**config.mk**
```make
export PLATFORM = sky130hd
export DESIGN_NAME = bet_round_controller_flat
export DESIGN_NICKNAME = d
export VERILOG_FILES = /design/src/rtl/bet_round_controller_if.sv /design/src/rtl/bet_round_controller.sv /design/src/flat_wrapper.sv
export SDC_FILE = /design/constraint.sdc
export NUM_CORES = 1
export LEC_CHECK = 0
export ABC_CLOCK_PERIOD_IN_PS = 4300
export BUFFER_PORTS_ARGS = -buffer_cell sky130_fd_sc_hd__buf_4
export CORE_ASPECT_RATIO = 0.7
export CORE_MARGIN = 2
export CORE_UTILIZATION = 50
export CTS_BUF_LIST = sky130_fd_sc_hd__clkbuf_8
export DETAILED_ROUTE_END_ITERATION = 8
export GPL_ROUTABILITY_DRIVEN = 0
export MAX_ROUTING_LAYER = met4
export PLACE_DENSITY = 0.76
export SKIP_CTS_REPAIR_TIMING = 1
export SLEW_MARGIN = 40
export SYNTH_ARGS = -nofsm -noshare
export SYNTH_HDL_FRONTEND = slang
export SYNTH_SLANG_ARGS = --single-unit
export TNS_END_PERCENT = 10
```
**constraint.sdc**
```tcl
create_clock -name clock -period 4.3 [get_ports clock]
set_clock_uncertainty 0.2 [all_clocks]
set_input_delay 0.43 -clock clock [delete_from_list [all_inputs] [get_ports clock]]
set_output_delay 0.43 -clock clock [all_outputs]
set_load 0.05 [all_outputs]
```
**src/rtl/bet_round_controller_if.sv**
```systemverilog
// Bus bundle between the roulette round controller and its neighbours:
// keyboard bet path, colour sensor, wheel, and the payout evaluator.
// The controller connects through the master modport; whatever drives the
// keyboard/wheel/evaluator side connects through slave.
interface bet_round_controller_if;

  // Keyboard / colour sensor side
  logic        key_strobe;
  logic [5:0]  bet_opcode;
  logic [2:0]  chip_color;

  // Wheel side
  logic        wheel_done;
  logic [5:0]  wheel_number;

  // Payout evaluator side
  logic        eval_ready;

  // Controller outputs
  logic [95:0] bets_packed;
  logic [3:0]  bet_count;
  logic        buf_full;
  logic        spin_req;
  logic        spin_active;
  logic        eval_valid;
  logic [7:0]  eval_bet;
  logic [5:0]  eval_number;
  logic        eval_last;
  logic        round_done;
  logic        timeout_err;
  logic [1:0]  state;

  modport master (
    input  key_strobe, bet_opcode, chip_color,
    input  wheel_done, wheel_number,
    input  eval_ready,
    output bets_packed, bet_count, buf_full,
    output spin_req, spin_active,
    output eval_valid, eval_bet, eval_number, eval_last,
    output round_done, timeout_err, state
  );

  modport slave (
    output key_strobe, bet_opcode, chip_color,
    output wheel_done, wheel_number,
    output eval_ready,
    input  bets_packed, bet_count, buf_full,
    input  spin_req, spin_active,
    input  eval_valid, eval_bet, eval_number, eval_last,
    input  round_done, timeout_err, state
  );

endinterface

```
**src/rtl/bet_round_controller.sv**
```systemverilog
// Roulette round sequencer. Collects colour-tagged keyboard bets into a
// 12-slot buffer, requests a wheel spin, waits for the result under a
// timeout, then streams every stored bet together with the winning number
// to the payout evaluator over a valid/ready handshake.
module bet_round_controller #(
  // Cycles spent in SPIN without wheel_done before the spin is abandoned.
  // Must be at least 2 so the spin request cycle is distinct from timeout.
  parameter int unsigned SPIN_TIMEOUT = 500_000_000
) (
  input logic                  clock,
  input logic                  reset,
  bet_round_controller_if.master bus
);

  localparam int          MAX_BETS     = 12;
  localparam logic [5:0]  OP_SPIN      = 6'b111110;
  localparam logic [5:0]  OP_NOP       = 6'b111111;
  localparam logic [3:0]  COUNT_FULL   = 4'(MAX_BETS);
  localparam logic [31:0] TIMEOUT_LAST = 32'(SPIN_TIMEOUT - 1);

  typedef enum logic [1:0] {
    BETTING = 2'd0,
    SPIN    = 2'd1,
    EVAL    = 2'd2,
    DONE    = 2'd3
  } state_t;

  state_t      state_q, state_d;

  logic [7:0]  slot_q [MAX_BETS];
  logic [3:0]  bet_count_q;
  logic [3:0]  index_q;
  logic [31:0] timer_q;
  logic [5:0]  eval_number_q;
  logic        timeout_err_q;

  // One-cycle control strobes from the FSM to the datapath registers
  logic        store_bet;
  logic        start_spin;
  logic        latch_win;
  logic        advance;
  logic        finish_round;
  logic        spin_timeout;

  logic        buf_full;
  logic        is_last;

  assign buf_full = (bet_count_q == COUNT_FULL);
  // bet_count is never 0 while in EVAL, so the subtraction cannot wrap there.
  assign is_last  = (index_q == (bet_count_q - 4'd1));

  // State register
  always_ff @(posedge clock or posedge reset) begin
    // NOTE: sequential state uses non-blocking assignments so every register
    // samples pre-edge values regardless of statement order.
    if (reset) state_q <= BETTING;
    else       state_q <= state_d;
  end

  // Next-state decode and control strobes
  always_comb begin
    // NOTE: every output of this block gets a default first, so no path
    // leaves a signal unassigned and no latch is inferred.
    state_d      = state_q;
    store_bet    = 1'b0;
    start_spin   = 1'b0;
    latch_win    = 1'b0;
    advance      = 1'b0;
    finish_round = 1'b0;
    spin_timeout = 1'b0;

    unique case (state_q)
      BETTING: begin
        if (bus.key_strobe) begin
          if (bus.bet_opcode == OP_SPIN) begin
            // A spin with an empty buffer would settle nothing; drop it.
            if (bet_count_q != 4'd0) begin
              start_spin = 1'b1;
              state_d    = SPIN;
            end
          end else if (bus.bet_opcode != OP_NOP &&
                       bus.chip_color != 3'b000 && !buf_full) begin
            store_bet = 1'b1;
          end
        end
      end

      SPIN: begin
        // A result arriving on the timeout cycle still counts.
        if (bus.wheel_done) begin
          latch_win = 1'b1;
          state_d   = EVAL;
        end else if (timer_q == TIMEOUT_LAST) begin
          spin_timeout = 1'b1;
          state_d      = BETTING;
        end
      end

      EVAL: begin
        if (bus.eval_ready) begin
          if (is_last) begin
            finish_round = 1'b1;
            state_d      = DONE;
          end else begin
            advance = 1'b1;
          end
        end
      end

      DONE: state_d = BETTING;

      default: state_d = BETTING;
    endcase
  end

  // Bet buffer, counters, latched winning number and timeout flag
  always_ff @(posedge clock or posedge reset) begin
    if (reset) begin
      // NOTE: the bet slots are reset explicitly because bets_packed exposes
      // them directly and must read as zero after reset.
      for (int i = 0; i < MAX_BETS; i++) slot_q[i] <= '0;
      bet_count_q   <= '0;
      index_q       <= '0;
      timer_q       <= '0;
      eval_number_q <= '0;
      timeout_err_q <= 1'b0;
    end else begin
      if (store_bet) begin
        slot_q[bet_count_q] <= {bus.chip_color[1:0], bus.bet_opcode};
        bet_count_q         <= bet_count_q + 4'd1;
      end

      // The counter restarts on entry so the first SPIN cycle reads zero.
      if (start_spin) begin
        timer_q       <= '0;
        timeout_err_q <= 1'b0;
      end else if (state_q == SPIN) begin
        timer_q <= timer_q + 32'd1;
      end

      // Bets are kept on timeout so the player can simply spin again.
      if (spin_timeout) timeout_err_q <= 1'b1;

      if (latch_win) begin
        eval_number_q <= bus.wheel_number;
        index_q       <= '0;
      end

      if (advance) index_q <= index_q + 4'd1;

      if (finish_round) begin
        for (int i = 0; i < MAX_BETS; i++) slot_q[i] <= '0;
        bet_count_q <= '0;
        index_q     <= '0;
      end
    end
  end

  // Output drive: flatten the buffer and decode state-qualified strobes
  always_comb begin
    bus.bets_packed = '0;
    for (int i = 0; i < MAX_BETS; i++) bus.bets_packed[8*i +: 8] = slot_q[i];

    bus.bet_count   = bet_count_q;
    bus.buf_full    = buf_full;
    bus.state       = state_q;
    bus.spin_active = (state_q == SPIN);
    bus.spin_req    = (state_q == SPIN) && (timer_q == 32'd0);
    bus.eval_valid  = (state_q == EVAL);
    bus.eval_bet    = (state_q == EVAL) ? slot_q[index_q] : 8'h00;
    bus.eval_last   = (state_q == EVAL) && is_last;
    bus.eval_number = eval_number_q;
    bus.round_done  = (state_q == DONE);
    bus.timeout_err = timeout_err_q;
  end

endmodule

```
**src/flat_wrapper.sv**
```systemverilog
// flat-port wrapper written by rule: the top's interface ports become plain ports
module bet_round_controller_flat 
#(
                                                                          
                                                                           
  parameter int unsigned SPIN_TIMEOUT = 500_000_000
)
  (clock, reset, bus_key_strobe, bus_bet_opcode, bus_chip_color, bus_wheel_done, bus_wheel_number, bus_eval_ready, bus_bets_packed, bus_bet_count, bus_buf_full, bus_spin_req, bus_spin_active, bus_eval_valid, bus_eval_bet, bus_eval_number, bus_eval_last, bus_round_done, bus_timeout_err, bus_state);
  bet_round_controller_if bus_i ();
  input logic clock;
  input logic reset;
  input wire logic [$bits(bus_i.key_strobe)-1:0] bus_key_strobe;
  input wire logic [$bits(bus_i.bet_opcode)-1:0] bus_bet_opcode;
  input wire logic [$bits(bus_i.chip_color)-1:0] bus_chip_color;
  input wire logic [$bits(bus_i.wheel_done)-1:0] bus_wheel_done;
  input wire logic [$bits(bus_i.wheel_number)-1:0] bus_wheel_number;
  input wire logic [$bits(bus_i.eval_ready)-1:0] bus_eval_ready;
  output wire logic [$bits(bus_i.bets_packed)-1:0] bus_bets_packed;
  output wire logic [$bits(bus_i.bet_count)-1:0] bus_bet_count;
  output wire logic [$bits(bus_i.buf_full)-1:0] bus_buf_full;
  output wire logic [$bits(bus_i.spin_req)-1:0] bus_spin_req;
  output wire logic [$bits(bus_i.spin_active)-1:0] bus_spin_active;
  output wire logic [$bits(bus_i.eval_valid)-1:0] bus_eval_valid;
  output wire logic [$bits(bus_i.eval_bet)-1:0] bus_eval_bet;
  output wire logic [$bits(bus_i.eval_number)-1:0] bus_eval_number;
  output wire logic [$bits(bus_i.eval_last)-1:0] bus_eval_last;
  output wire logic [$bits(bus_i.round_done)-1:0] bus_round_done;
  output wire logic [$bits(bus_i.timeout_err)-1:0] bus_timeout_err;
  output wire logic [$bits(bus_i.state)-1:0] bus_state;
  assign bus_i.key_strobe = bus_key_strobe;
  assign bus_i.bet_opcode = bus_bet_opcode;
  assign bus_i.chip_color = bus_chip_color;
  assign bus_i.wheel_done = bus_wheel_done;
  assign bus_i.wheel_number = bus_wheel_number;
  assign bus_i.eval_ready = bus_eval_ready;
  assign bus_bets_packed = bus_i.bets_packed;
  assign bus_bet_count = bus_i.bet_count;
  assign bus_buf_full = bus_i.buf_full;
  assign bus_spin_req = bus_i.spin_req;
  assign bus_spin_active = bus_i.spin_active;
  assign bus_eval_valid = bus_i.eval_valid;
  assign bus_eval_bet = bus_i.eval_bet;
  assign bus_eval_number = bus_i.eval_number;
  assign bus_eval_last = bus_i.eval_last;
  assign bus_round_done = bus_i.round_done;
  assign bus_timeout_err = bus_i.timeout_err;
  assign bus_state = bus_i.state;
  bet_round_controller #(.SPIN_TIMEOUT(SPIN_TIMEOUT)) u_core (.clock(clock), .reset(reset), .bus(bus_i));
endmodule
```
==> impl_metrics.ini <==
[run_status]
outcome = completed

[clock_tree]
cts_made_buffers = 17
insertion_delay_ns = 0.44
ctsRootBufferMaster = clkbuf_8
clk_pin_slew_ns = 0.09
cts_buffer_depth = 2
cts_tree = done
htree_levels = 4
cts_sinks = 145

[power_and_ir_drop]
peakVddDrop_mv = 0.5748
leakage_uw = 0.004662
powerDensity_mw_per_mm2 = 896.4

[yosys]
synth_nets = 733
synthesis.area_mm2 = 0.007616
synth-seq-cells = 145
async_flop_share = 1.000
synth-edff-count = 0
synthFlopType = dfrtp_1
synthCells = 706
yosysUniqueCellTypes = 51
ys_warn_count = 0
ys_seq_area_frac = 0.4764
syn_avg_cell_area_um2 = 10.79

[route]
drt-vias-per-instance = 6.045
drt_iter0_drc = 709
detail_route.first_pass.iterations = 5
vias = 6275
wire_per_inst_um = 21.07
routed_wl_mm = 21.87
route.detailed.drc = 0
postRouteAntennaNets = 0

[floorplan]
ios = 143
start_util = 0.5141
dieWidth_um = 151.5
rows = 37
die_area_mm2 = 0.01625
core-area_mm2 = 0.01481
die_h_um = 107.3

[placed_design]
place_area_mm2 = 0.008730
hpwlAfterDp_mm = 15.27
io_buffers = 142
place_inst = 1003

[worst_setup_path]
path_class = reg2out
crit_fanout = 17
path_delay_family = simple AND/OR/NAND/NOR gates
cp_data_required_time_ns = 3.67
slowest_delay_ns = 0.51
worstSetupEndpointType = output pin
r2r_start = u_core.bus.state[0]
cp-start-kind = flop
crit_top_cell = nor4_1
r2r_slack_ns = 1.42
cp_slowest_cell = dfrtp_1
r2r_end = u_core.bus.bets_packed[5]
worst_r2r_path_depth = 6
cp.arrival_ns = 2.58
path_cells = nand2b_4, clkinv_1, nand3b_1, nor4_1, nand4_1, nor4_1, buf_4
critPathBufInv = 2

[global_route]
antenna_found_initial = 1
top_usage_layer = met1
grtUsageMet3 = 0.09068
grt.total_usage = 0.2835
grt_pass1_vias = 6046
grt_max_degree = 146
met2_usage = 0.3979
use_met1 = 0.4057
grt_pass1_wl_mm = 33.71
grt_overflow_total = 0

[worst_hold_path]
whs_path_depth = 2
hold_path.class = in2reg
worstHoldStart = bus_wheel_number[4]
hold_path_end = u_core.bus.eval_number[4]

[final_layout]
final_area_mm2 = 0.009213
multi_input_area_mm2 = 0.003681
drive_gt1_frac = 0.2850
area_growth_syn_to_layout_pct = 20.96
fillCellCount = 1196
seq_area_mm2 = 0.003632
final_cells = 1038
layout_common_cells = 147 x buf_4, 144 x dfrtp_1, 133 x nor2_1, 98 x mux2i_1, 41 x nand2_1
nets = 857
mostFrequentLayoutCell = buf_4

[sta]
fin_tns_setup_ns = 0
tightest_slew_ns = 0.7037
slew_violations = 0
hold_viol = 0
fin_crit_sh = 0.7465
max_freq_ghz = 0.3115
period_minus_slack_ns = 3.210
maxSlewHeadroom = 0.5298
setup_violations = 0
rsz0062_at_grt = no

[flow_run]
drv_cap = 0
## stage by stage
stage               total power (uW)  setup WS (ns)  hold WS [ns]  utilization
CTS                             8236          1.109      -0.01474       0.6185
global route                    8651         0.9326      0.001683       0.6219
detailed placement              7031          1.475        0.2766       0.5893
finish                          8258          1.090       0.01848       0.6219
global placement                6898          1.371        0.2735       0.5883
floorplan                       5654         0.4922        0.2538            -
## synthesized netlist by cell type, types with 4 or more instances
cell type | number | area [um^2]
buf_2 | 24 | 120.1
o211ai_1 | 6 | 45.04
buf_1 | 4 | 15.01
mux2_2 | 22 | 247.7
o21ai_0 | 21 | 105.1
ha_1 | 7 | 87.58
nand3_4 | 6 | 105.1
and3_1 | 9 | 56.30
nand3_1 | 30 | 150.1
nor2_1 | 134 | 503.0
inv_1 | 11 | 41.29
nor3_1 | 4 | 20.02
buf_6 | 8 | 90.09
nand4_1 | 14 | 87.58
clkbuf_1 | 9 | 33.78
xor2_1 | 11 | 96.34
o31ai_1 | 19 | 142.6
nor4_1 | 9 | 56.30
o22ai_1 | 8 | 50.05
nand2_1 | 41 | 153.9
mux2i_1 | 98 | 980.9
mux4_2 | 16 | 360.4
a21oi_1 | 9 | 45.04
dfrtp_1 | 145 | 3628
xnor2_1 | 5 | 43.79
## metal layers
| layer | share of wire | wire length, um |
|---|---|---|
| met1 | 0.44 | 9582 |
| met4 | 0.0088 | 192 |
| met3 | 0.11 | 2420 |
| met2 | 0.44 | 9678 |
| met5 | 0 | 0 |
## worst max-delay path by stage
stage / end / slack [ns] / cells past startpoint
floorplan: bus_spin_req / 0.49 / 8
global placement: u_core.bus.bets_packed[70] / 1.37 / 5
detailed placement: u_core.bus.bets_packed[0] / 1.48 / 6
CTS: bus_spin_req / 1.11 / 7
global route: bus_eval_last / 0.93 / 7
finish: bus_spin_req / 1.09 / 7
## flip-flops by register name, indices dropped and copies added, names as in the netlist, named ones only
name	count
u_core.bus.bets_packed	96
u_core.timer_q	32
u_core.bus.eval_number	6
u_core.bus.bet_count	4
u_core.index_q	4
u_core.bus.state	1
u_core.bus.timeout_err	1
## logic make-up (layout without fill, tap and decap cells)
logic type / after synthesis / after routing / synth area share
fa+ha+maj: 7 / 7 / 0.01150
buf+inv: 58 / 194 / 0.04189
simple gates: 275 / 275 / 0.1838
compound gates: 69 / 69 / 0.05931
xor+xnor: 16 / 16 / 0.01840
mux: 136 / 136 / 0.2086
other cells: 0 / 1 / 0
flops: 145 / 145 / 0.4764
## layout make-up
class	count	share of cell area
Antenna cell	1	0.0002716
Clock buffer	18	0.02689
Clock inverter	13	0.02010
Inverter	12	0.005297
Multi-Input combinational cell	503	0.3996
Sequential cell	145	0.3943
Tap cell	195	0.02648
Timing Repair Buffer	151	0.1271
## power by group
group	leakage, uW	internal (uW)	switching (uW)
Sequential	0.00183	1910	785
Combinational	0.00262	1440	2930
Clock	0.000221	647	544
Total	0.00466	4000	4260
Note: power is estimated with default switching activity, not from simulation.
